`config.mk`:
```
export PLATFORM = sky130hd
export DESIGN_NAME = a64_inst_encoder
export DESIGN_NICKNAME = d
export VERILOG_FILES = /design/src/rtl/a64_inst_encoder.sv
export SDC_FILE = /design/constraint.sdc
export NUM_CORES = 1
export LEC_CHECK = 0
export CAP_MARGIN = 20
export CORE_ASPECT_RATIO = 1.1
export CORE_MARGIN = 2
export CORE_UTILIZATION = 53
export DETAILED_ROUTE_END_ITERATION = 10
export PLACE_DENSITY = 0.81
export SYNTH_ARGS = -nofsm -noshare
export SYNTH_HDL_FRONTEND = slang
export SYNTH_SLANG_ARGS = --single-unit
```
`constraint.sdc`:
```
create_clock -name clk -period 3.25 [get_ports clk]
set_input_delay 0.65 -clock clk [delete_from_list [all_inputs] [get_ports clk]]
set_output_delay 0.65 -clock clk [all_outputs]
set_load 0.05 [all_outputs]
```
`src/rtl/a64_inst_encoder.sv`:
```
// a64_inst_encoder: turns symbolic A64 commands into 32-bit instruction words.
//
// One command (MOVI, SUBI, CMP, CBZ) is accepted over a valid/ready handshake.
// It yields one to four words on a second valid/ready stream; only MOVI produces
// more than one word (a MOVZ/MOVK sequence). Commands that cannot be encoded are
// consumed and flagged with a one-cycle cmd_err pulse. No word is emitted for them.
//
// Ports:
//   clk, rst_n            clock (rising edge), asynchronous active-low reset
//   cmd_valid/cmd_ready   command handshake
//   cmd_op                0=MOVI 1=SUBI 2=CMP 3=CBZ
//   cmd_rd/rn/rm          register fields (cmd_rd is Rt for CBZ)
//   cmd_imm               64-bit immediate (signed byte offset for CBZ)
//   inst_valid/ready      instruction word handshake
//   inst_data, inst_last  encoded word, final word of the current command
//   cmd_err               one-cycle pulse after a rejected command is accepted
//   enc_word_cnt          (A64_ENC_STATS_EN) words handed off, wraps at 2^32
//   enc_err_cnt           (A64_ENC_STATS_EN) cmd_err pulses, saturates at 0xFFFF
//
// Optional feature macro: A64_ENC_STATS_EN adds the two statistics counters.

module a64_inst_encoder #(
    parameter bit SHIFTED_SUBI = 1'b1
) (
    input  logic        clk,
    input  logic        rst_n,
    input  logic        cmd_valid,
    output logic        cmd_ready,
    input  logic [1:0]  cmd_op,
    input  logic [4:0]  cmd_rd,
    input  logic [4:0]  cmd_rn,
    input  logic [4:0]  cmd_rm,
    input  logic [63:0] cmd_imm,
    output logic        inst_valid,
    input  logic        inst_ready,
    output logic [31:0] inst_data,
    output logic        inst_last,
`ifdef A64_ENC_STATS_EN
    output logic [31:0] enc_word_cnt,
    output logic [15:0] enc_err_cnt,
`endif
    output logic        cmd_err
);

    localparam logic [1:0] OpMovi = 2'd0;
    localparam logic [1:0] OpSubi = 2'd1;
    localparam logic [1:0] OpCmp  = 2'd2;
    localparam logic [1:0] OpCbz  = 2'd3;

    typedef enum logic {StIdle, StEmit} state_e;

    state_e      state_q, state_d;
    logic        ready_en_q;       // holds cmd_ready low until the first clock after reset
    logic [31:0] data_q, data_d;
    logic        last_q, last_d;
    logic [3:0]  rem_q, rem_d;     // non-zero halfwords still owed as MOVK words
    logic [63:0] imm_q, imm_d;
    logic [4:0]  rd_q, rd_d;
    logic        err_q, err_d;

    // Index of the lowest set bit; 0 for an empty mask.
    function automatic logic [1:0] lowest_hw(input logic [3:0] mask);
        lowest_hw = 2'd0;
        for (int i = 3; i >= 0; i--) begin
            if (mask[i]) lowest_hw = 2'(i);
        end
    endfunction

    function automatic logic [31:0] mov_word(input logic keep, input logic [1:0] hw,
                                             input logic [15:0] imm16, input logic [4:0] rd);
        mov_word = (keep ? 32'hF280_0000 : 32'hD280_0000) | {9'b0, hw, 21'b0}
                 | {11'b0, imm16, 5'b0} | {27'b0, rd};
    endfunction

    // Decode of the command currently on the cmd_* inputs.
    logic [3:0]  nz;
    logic [1:0]  ld_hw;
    logic [31:0] ld_word;
    logic        ld_last;
    logic [3:0]  ld_rem;
    logic        ld_err;

    always_comb begin
        nz      = '0;
        ld_hw   = 2'd0;
        ld_word = '0;
        ld_last = 1'b1;
        ld_rem  = '0;
        ld_err  = 1'b0;
        for (int i = 0; i < 4; i++) begin
            nz[i] = |cmd_imm[16*i +: 16];
        end
        unique case (cmd_op)
            OpMovi: begin
                // All-zero immediate falls out as MOVZ hw=0 imm16=0.
                ld_hw   = lowest_hw(nz);
                ld_word = mov_word(1'b0, ld_hw, cmd_imm[{ld_hw, 4'b0} +: 16], cmd_rd);
                ld_rem  = nz & ~(4'b1 << ld_hw);
                ld_last = (ld_rem == 4'b0);
            end
            OpSubi: begin
                if (cmd_imm[63:12] == '0) begin
                    ld_word = 32'hD100_0000 | {10'b0, cmd_imm[11:0], 10'b0}
                            | {22'b0, cmd_rn, 5'b0} | {27'b0, cmd_rd};
                end else if (SHIFTED_SUBI && cmd_imm[11:0] == '0 && cmd_imm[63:24] == '0) begin
                    ld_word = 32'hD140_0000 | {10'b0, cmd_imm[23:12], 10'b0}
                            | {22'b0, cmd_rn, 5'b0} | {27'b0, cmd_rd};
                end else begin
                    ld_err = 1'b1;
                end
            end
            OpCmp: begin
                ld_word = 32'hEB00_001F | {11'b0, cmd_rm, 16'b0} | {22'b0, cmd_rn, 5'b0};
            end
            OpCbz: begin
                // Word aligned and sign-extended from bit 20: +/-1 MiB reach.
                if (cmd_imm[1:0] == 2'b0 && cmd_imm[63:20] == {44{cmd_imm[20]}}) begin
                    ld_word = 32'hB400_0000 | {8'b0, cmd_imm[20:2], 5'b0} | {27'b0, cmd_rd};
                end else begin
                    ld_err = 1'b1;
                end
            end
            default: ld_err = 1'b1;
        endcase
    end

    // Next MOVK of an in-flight MOVI sequence.
    logic [1:0]  nxt_hw;
    logic [31:0] nxt_word;
    logic [3:0]  nxt_rem;

    always_comb begin
        nxt_hw   = lowest_hw(rem_q);
        nxt_word = mov_word(1'b1, nxt_hw, imm_q[{nxt_hw, 4'b0} +: 16], rd_q);
        nxt_rem  = rem_q & ~(4'b1 << nxt_hw);
    end

    logic accept;
    logic handshake;

    always_comb begin
        inst_valid = (state_q == StEmit);
        inst_data  = data_q;
        inst_last  = last_q;
        cmd_err    = err_q;
        // A new command may overlap the edge on which the final word retires.
        cmd_ready  = ready_en_q &
                     ((state_q == StIdle) || (last_q && inst_ready));
        accept     = cmd_valid && cmd_ready;
        handshake  = inst_valid && inst_ready;

        state_d = state_q;
        data_d  = data_q;
        last_d  = last_q;
        rem_d   = rem_q;
        imm_d   = imm_q;
        rd_d    = rd_q;
        err_d   = 1'b0;

        if (handshake && !last_q) begin
            data_d = nxt_word;
            rem_d  = nxt_rem;
            last_d = (nxt_rem == 4'b0);
        end else if (handshake) begin
            state_d = StIdle;
        end

        if (accept) begin
            imm_d = cmd_imm;
            rd_d  = cmd_rd;
            if (ld_err) begin
                err_d   = 1'b1;
                state_d = StIdle;
            end else begin
                state_d = StEmit;
                data_d  = ld_word;
                last_d  = ld_last;
                rem_d   = ld_rem;
            end
        end
    end

    always_ff @(posedge clk or negedge rst_n) begin
        if (!rst_n) begin
            state_q    <= StIdle;
            ready_en_q <= 1'b0;
            data_q     <= '0;
            last_q     <= 1'b0;
            rem_q      <= '0;
            imm_q      <= '0;
            rd_q       <= '0;
            err_q      <= 1'b0;
        end else begin
            state_q    <= state_d;
            ready_en_q <= 1'b1;
            data_q     <= data_d;
            last_q     <= last_d;
            rem_q      <= rem_d;
            imm_q      <= imm_d;
            rd_q       <= rd_d;
            err_q      <= err_d;
        end
    end

`ifdef A64_ENC_STATS_EN
    logic [31:0] word_cnt_q;
    logic [15:0] err_cnt_q;

    always_ff @(posedge clk or negedge rst_n) begin
        if (!rst_n) begin
            word_cnt_q <= '0;
            err_cnt_q  <= '0;
        end else begin
            if (handshake) word_cnt_q <= word_cnt_q + 32'd1;
            if (err_q && err_cnt_q != 16'hFFFF) err_cnt_q <= err_cnt_q + 16'd1;
        end
    end

    assign enc_word_cnt = word_cnt_q;
    assign enc_err_cnt  = err_cnt_q;
`endif

endmodule

```
Word-level counts from Yosys, hierarchy flattened --
Index checks and enable logic that the tools add are counted.
Storage, ports and cells: bits in registers 109, word-level logic and storage cells 88, bits of input ports 85, output and inout port bits 36
Cells by class: eq/ne operators 5, reduce and logical (&&, ||, !) cells 21, shift operators 4, mux-type cells 34, bitwise logic cells 16
Operators with widths (count):
- $mux W32 | 6
- $or A32 B5 Y32 | 5
- $pmux W32 S4 | 1
- $shiftx A64 B7 Y16 | 2
- $or A32 B10 Y32 | 3
- $or A32 B21 Y32 | 2
- $reduce_or A16 Y1 | 4
- $logic_not A52 Y1 | 1
- $eq A43 B43 Y1 | 1
- $logic_not A40 Y1 | 1
- $mux W2 | 9
- $mux W4 | 4
- $mux W1 | 13
- $logic_not A12 Y1 | 1
- $and A4 B4 Y4 | 2
- $logic_not A4 Y1 | 2
- $not A4 Y4 | 2
- $shl A1 B2 Y4 const A | 2
- $logic_and A1 B1 Y1 | 6
- $eq A2 B2 Y1 const B | 2
- $logic_not A2 Y1 | 2
- $eq A2 B1 Y1 const B | 1
- $ne A2 B2 Y1 const B | 1
- $pmux W1 S2 | 1
- 6 further kinds | 6

Longest topological paths before layout --
depth after elaboration 13, mapped depth 11, gate-level depth less buffers 8

Worst setup path after synthesis --
Ideal clock, no wire load.
path kind input to register, start input cmd_imm[56], end register rem_q[1], path buffers 2, stages on the path 9, slack 0.557 ns, library setup time 0.132 ns, data required time 3.118 ns, data arrival time 2.561 ns, path through or4_1 -> nor2_1 -> a41oi_1 -> nor4_2 -> o31ai_1 -> buf_2 -> buf_2 -> o211ai_1 -> o41ai_2
On the way: longest elaborated chain between the ends 12, elaborated cells between the ends (all ways) 21, those cells by class 1 x eq/ne; 1 x shift; 12 x mux; 2 x bitwise; 5 x reduce/logical
Ends and longest elaborated chain:
- from (decl) | line 33 | input logic [63:0] cmd_imm,
- $reduce_or A16 Y1 | line 91 | nz[i] = |cmd_imm[16*i +: 16];
- $mux W2 (4 in a row) | line 65 | if (mask[i]) lowest_hw = 2'(i);
- $mux W2 | line 93 | unique case (cmd_op)
- $shl A1 B2 Y4 | line 98 | ld_rem = nz & ~(4'b1 << ld_hw);
- $not A4 Y4 | line 98
- $and A4 B4 Y4 | line 98
- $mux W4 | line 93
- $mux W4 (*) | line 171 | if (ld_err) begin
- $mux W4 (*) | line 168 | if (accept) begin
- via rem_d[1] | line 56 | logic [3:0] rem_q, rem_d;
- to (signal assigned) | line 198 | rem_q <= rem_d;
- to (decl) | line 56
Mark *: on every way through the listed nets, which the timed path passes. The rest lies on a longest branch. The select of a mux whose other input is x is not followed. A chain may end at the register's enable or synchronous reset.

Worst setup path after layout --
start input cmd_imm[60], end register data_q[2], in the netlist inst_data[2]
On the way: longest elaborated chain between the ends 7, elaborated cells between the ends (all ways) 15, those cells by class 1 x eq/ne; 10 x mux; 4 x reduce/logical
Ends and longest elaborated chain:
- $logic_not A40 Y1 | line 105 | end else if (SHIFTED_SUBI && cmd_imm[11:0] == '0 && cmd_imm[63:24] == '0) begin
- $logic_and A1 B1 Y1 | line 105
- $mux W32 / $mux W1 (equally long branches) | line 105
- $mux W32 / $mux W1 (equally long branches) | line 102 | if (cmd_imm[63:12] == '0) begin
- $pmux W32 S4 / $pmux W1 S2 (equally long branches) | line 93
- $mux W32 (*) | line 171
- $mux W32 (*) | line 168
- via data_d[2] | line 54 | logic [31:0] data_q, data_d;
- to (signal assigned) | line 196 | data_q <= data_d;
- to (decl) | line 54
Mark *: on every way through the listed nets, which the timed path passes. The rest lies on a longest branch.

==> reports/metrics.cfg <==
[sta]
finalClockSkew_ns=0.00819
slew_violations=0
fmax_mhz=321
relSlewSlack_pct=20.7
tightest_slew_ns=1.19
setup_viol=0
min_period_ns=3.11
hold_ws_ns=0.344
timing.setup.tns_ns=0
rsz0062_at_grt=false
hold_viol_final=0
period_share_pct=95.7

[drt]
dr_wl_met3_mm=2.40
antenna_left=0
wl_met2_mm=11.5
wl_met1_mm=9.45
post_drt_via_cell_ratio=6.41
top_layer=met4
wl_mm=24.6
dr.pass1.iters=6
wire_per_inst_um=22.6
route.detailed.drc=0
via_count=6971
initialDrtViolationCount=746

[logic_synthesis]
synth_edf_count=0
synthDistinctLibCells=62
yosys_warnings=0
ys_ff_latch=109
seq_area_frac_synth_pct=44.0
yosysTopAreaCell=dfrtp_1
synth_nets=813
synth_top_area_share_pct=44.0
netlist_instances=727
syn_area_per_cell_sq_um=8.52
yosys-top-cells-area=dfrtp_1 44%, nand2_1 15%, mux2_2 2.9%, a222oi_1 2.6%, a21oi_1 2.5%
syn_area_sq_um=6200
synth_top_flop_cell=dfrtp_1
synthArstFlopShare_pct=100

[global_route]
grt_pass1_wl_mm=38.2
grtUsageTotal_pct=40.0
grt_pass1_vias=6959
grt_max_degree=61
overflow=0
antenna_found_initial=0

[place]
gp_congestion=1.06
io_buffers=120
dp.final_hpwl_mm=18.2
placed_area_sq_um=8400

[critical_path]
startpoint_type=input pin
r2r_start=rem_q[2]$_DFF_PN0_
r2r_cells=8
crit_end=inst_data[2]$_DFF_PN0_
path_class=input pin to flip-flop
worstSetupStartpoint=cmd_imm[60]
r2r_slack_ns=0.83
cp-end-kind=flip-flop
crit_required_ns=3.49
arrival_ns=3.35
worstReg2RegEnd=inst_data[17]$_DFF_PN0_
cp_max_fo=6

[cells_and_area]
mostFrequentLayoutCells=244 x nand2_1, 122 x buf_4, 118 x clkdlybuf4s50_1, 109 x dfrtp_1, 31 x a21oi_1
mostFrequentLayoutCell=nand2_1
layout-drive-gt1-share_pct=19.4
areaGrowthSynthToFinish_pct=40.1
nFillCells=838
final_util_pct=75.9
antennaDiodeCount=0
final_area_sq_um=8680
num-nets-final=1020

[floorplanning]
coreArea_sq_um=11400
ios=121
start_util_pct=54.2
rows=41
die-area_sq_um=12600
die_y_um=117
die_width_um=107

[cts]
cts.sinks=109
postCtsSetupBuffers=0
cts_buffers=9
cts_tree=done
clock_tree.buffer_depth=2
clkTransAtPathRegs_ns=0.07
clockRootBuffer=clkbuf_16
htreeDepth=3
clock_latency_ns=0.36
cts-resized-gates=0
cts_hold_buf=0

[power_and_ir_drop]
irDropWorstVdd_mv=0.440
power.density_nw_per_um2=589
leakage_nw=3.95

[status]
outcome=complete, no violations

[worst_hold_path]
min_path_type=input pin to asynchronous set/reset pin

[job]
cap_violations=0

[cells by family (layout without fill, tap and decap cells)]
kind of cell,count (synthesis),count (layout),share of synthesized area [%]
buffers and inverters,54,264,3.65
AOI/OAI and AO/OA,169,169,21.0
other,1,1,0.0605
adders and majority gates,2,2,0.363
muxes,21,21,3.71
and+or+nand+nor,371,371,27.2
DFF,109,109,44.0
[report_power, final]
part	total, W	leakage (nW)	switching (W)	internal [W]
registers	0.00192	1.33	0.000220	0.00170
logic	0.00210	2.48	0.00128	0.000820
clock network	0.00109	0.134	0.000501	0.000593
total	0.00512	3.95	0.00200	0.00311
[critical path, stage by stage]
cell and delay (ns):
clkdlybuf4s50_1 0.50, or4_1 0.56, nor2_1 0.25, and3_1 0.37, buf_4 0.18, o211ai_1 0.17
a21oi_1 0.21, o21ai_0 0.23, a2bb2oi_1 0.23
[synth_stat cells (3+ instances only)]
| cell | instances |
|---|---|
| nand2_1 | 245 |
| dfrtp_1 | 109 |
| clkbuf_1 | 34 |
| a21oi_1 | 31 |
| nor2_1 | 25 |
| nor3_1 | 18 |
| a221oi_1 | 17 |
| a222oi_1 | 16 |
| mux2_2 | 16 |
| nand3_1 | 15 |
| o21ai_0 | 14 |
| and3_1 | 13 |
| nand4_1 | 13 |
| o211ai_1 | 12 |
| o31a_1 | 11 |
| a22oi_1 | 10 |
| a31oi_1 | 10 |
| buf_2 | 10 |
| nor4_1 | 9 |
| or4_1 | 8 |
| a211oi_1 | 7 |
| a21o_1 | 7 |
| and2_1 | 6 |
| a22o_1 | 5 |
| a2bb2oi_1 | 5 |
| mux2i_1 | 5 |
| or3_1 | 5 |
| inv_1 | 4 |
| o21ai_1 | 4 |
| buf_1 | 3 |
| o41ai_2 | 3 |
[metal layers]
metal	track usage (%)	vias up
met5	0	-
met4	20.0	0
met3	6.61	97
met2	64.0	508
met1	52.1	3309
li1	-	3057
[per-stage QoR]
step	total power [W]	worst slack, ns	instances
6_report	0.00512	0.139	1087
5_1_grt	0.00532	0.0261	1087
4_1_cts	0.00510	0.180	1087
3_5_place_dp	0.00399	-0.177	1073
3_3_place_gp	0.00393	-0.149	1073
2_1_floorplan	0.00313	0.557	727
[state kept, by name (all words and copies together) (netlist names)]
register / count
inst_valid: 1
imm_q: 64
inst_data: 32
ready_en_q: 1
cmd_err: 1
rem_q: 4
rd_q: 5
inst_last: 1
[final cells by class]
| class | count | area (sq um) | share of cell area (%) |
|---|---|---|---|
| Clock inverter | 5 | 62.6 | 0.720 |
| Timing Repair Buffer | 245 | 2200 | 25.3 |
| Sequential cell | 109 | 2730 | 31.4 |
| Tap cell | 150 | 188 | 2.16 |
| Inverter | 5 | 18.8 | 0.216 |
| Multi-Input combinational cell | 564 | 3260 | 37.6 |
| Clock buffer | 9 | 225 | 2.59 |
[worst min path at each step]
stage	startpoint	endpoint	cells after the start	slack, ns
after global placement	imm_q[28]$_DFFE_PN0P_	imm_q[28]$_DFFE_PN0P_	2	0.45
after floorplan	rst_n	cmd_err$_DFF_PN0_	0	0.35
after detailed placement	imm_q[0]$_DFFE_PN0P_	imm_q[0]$_DFFE_PN0P_	2	0.46
after CTS	rst_n	imm_q[6]$_DFFE_PN0P_	1	0.40
final	rst_n	imm_q[6]$_DFFE_PN0P_	1	0.34
after global routing	rst_n	imm_q[6]$_DFFE_PN0P_	1	0.44
Note: power is estimated with default switching activity, not from simulation.
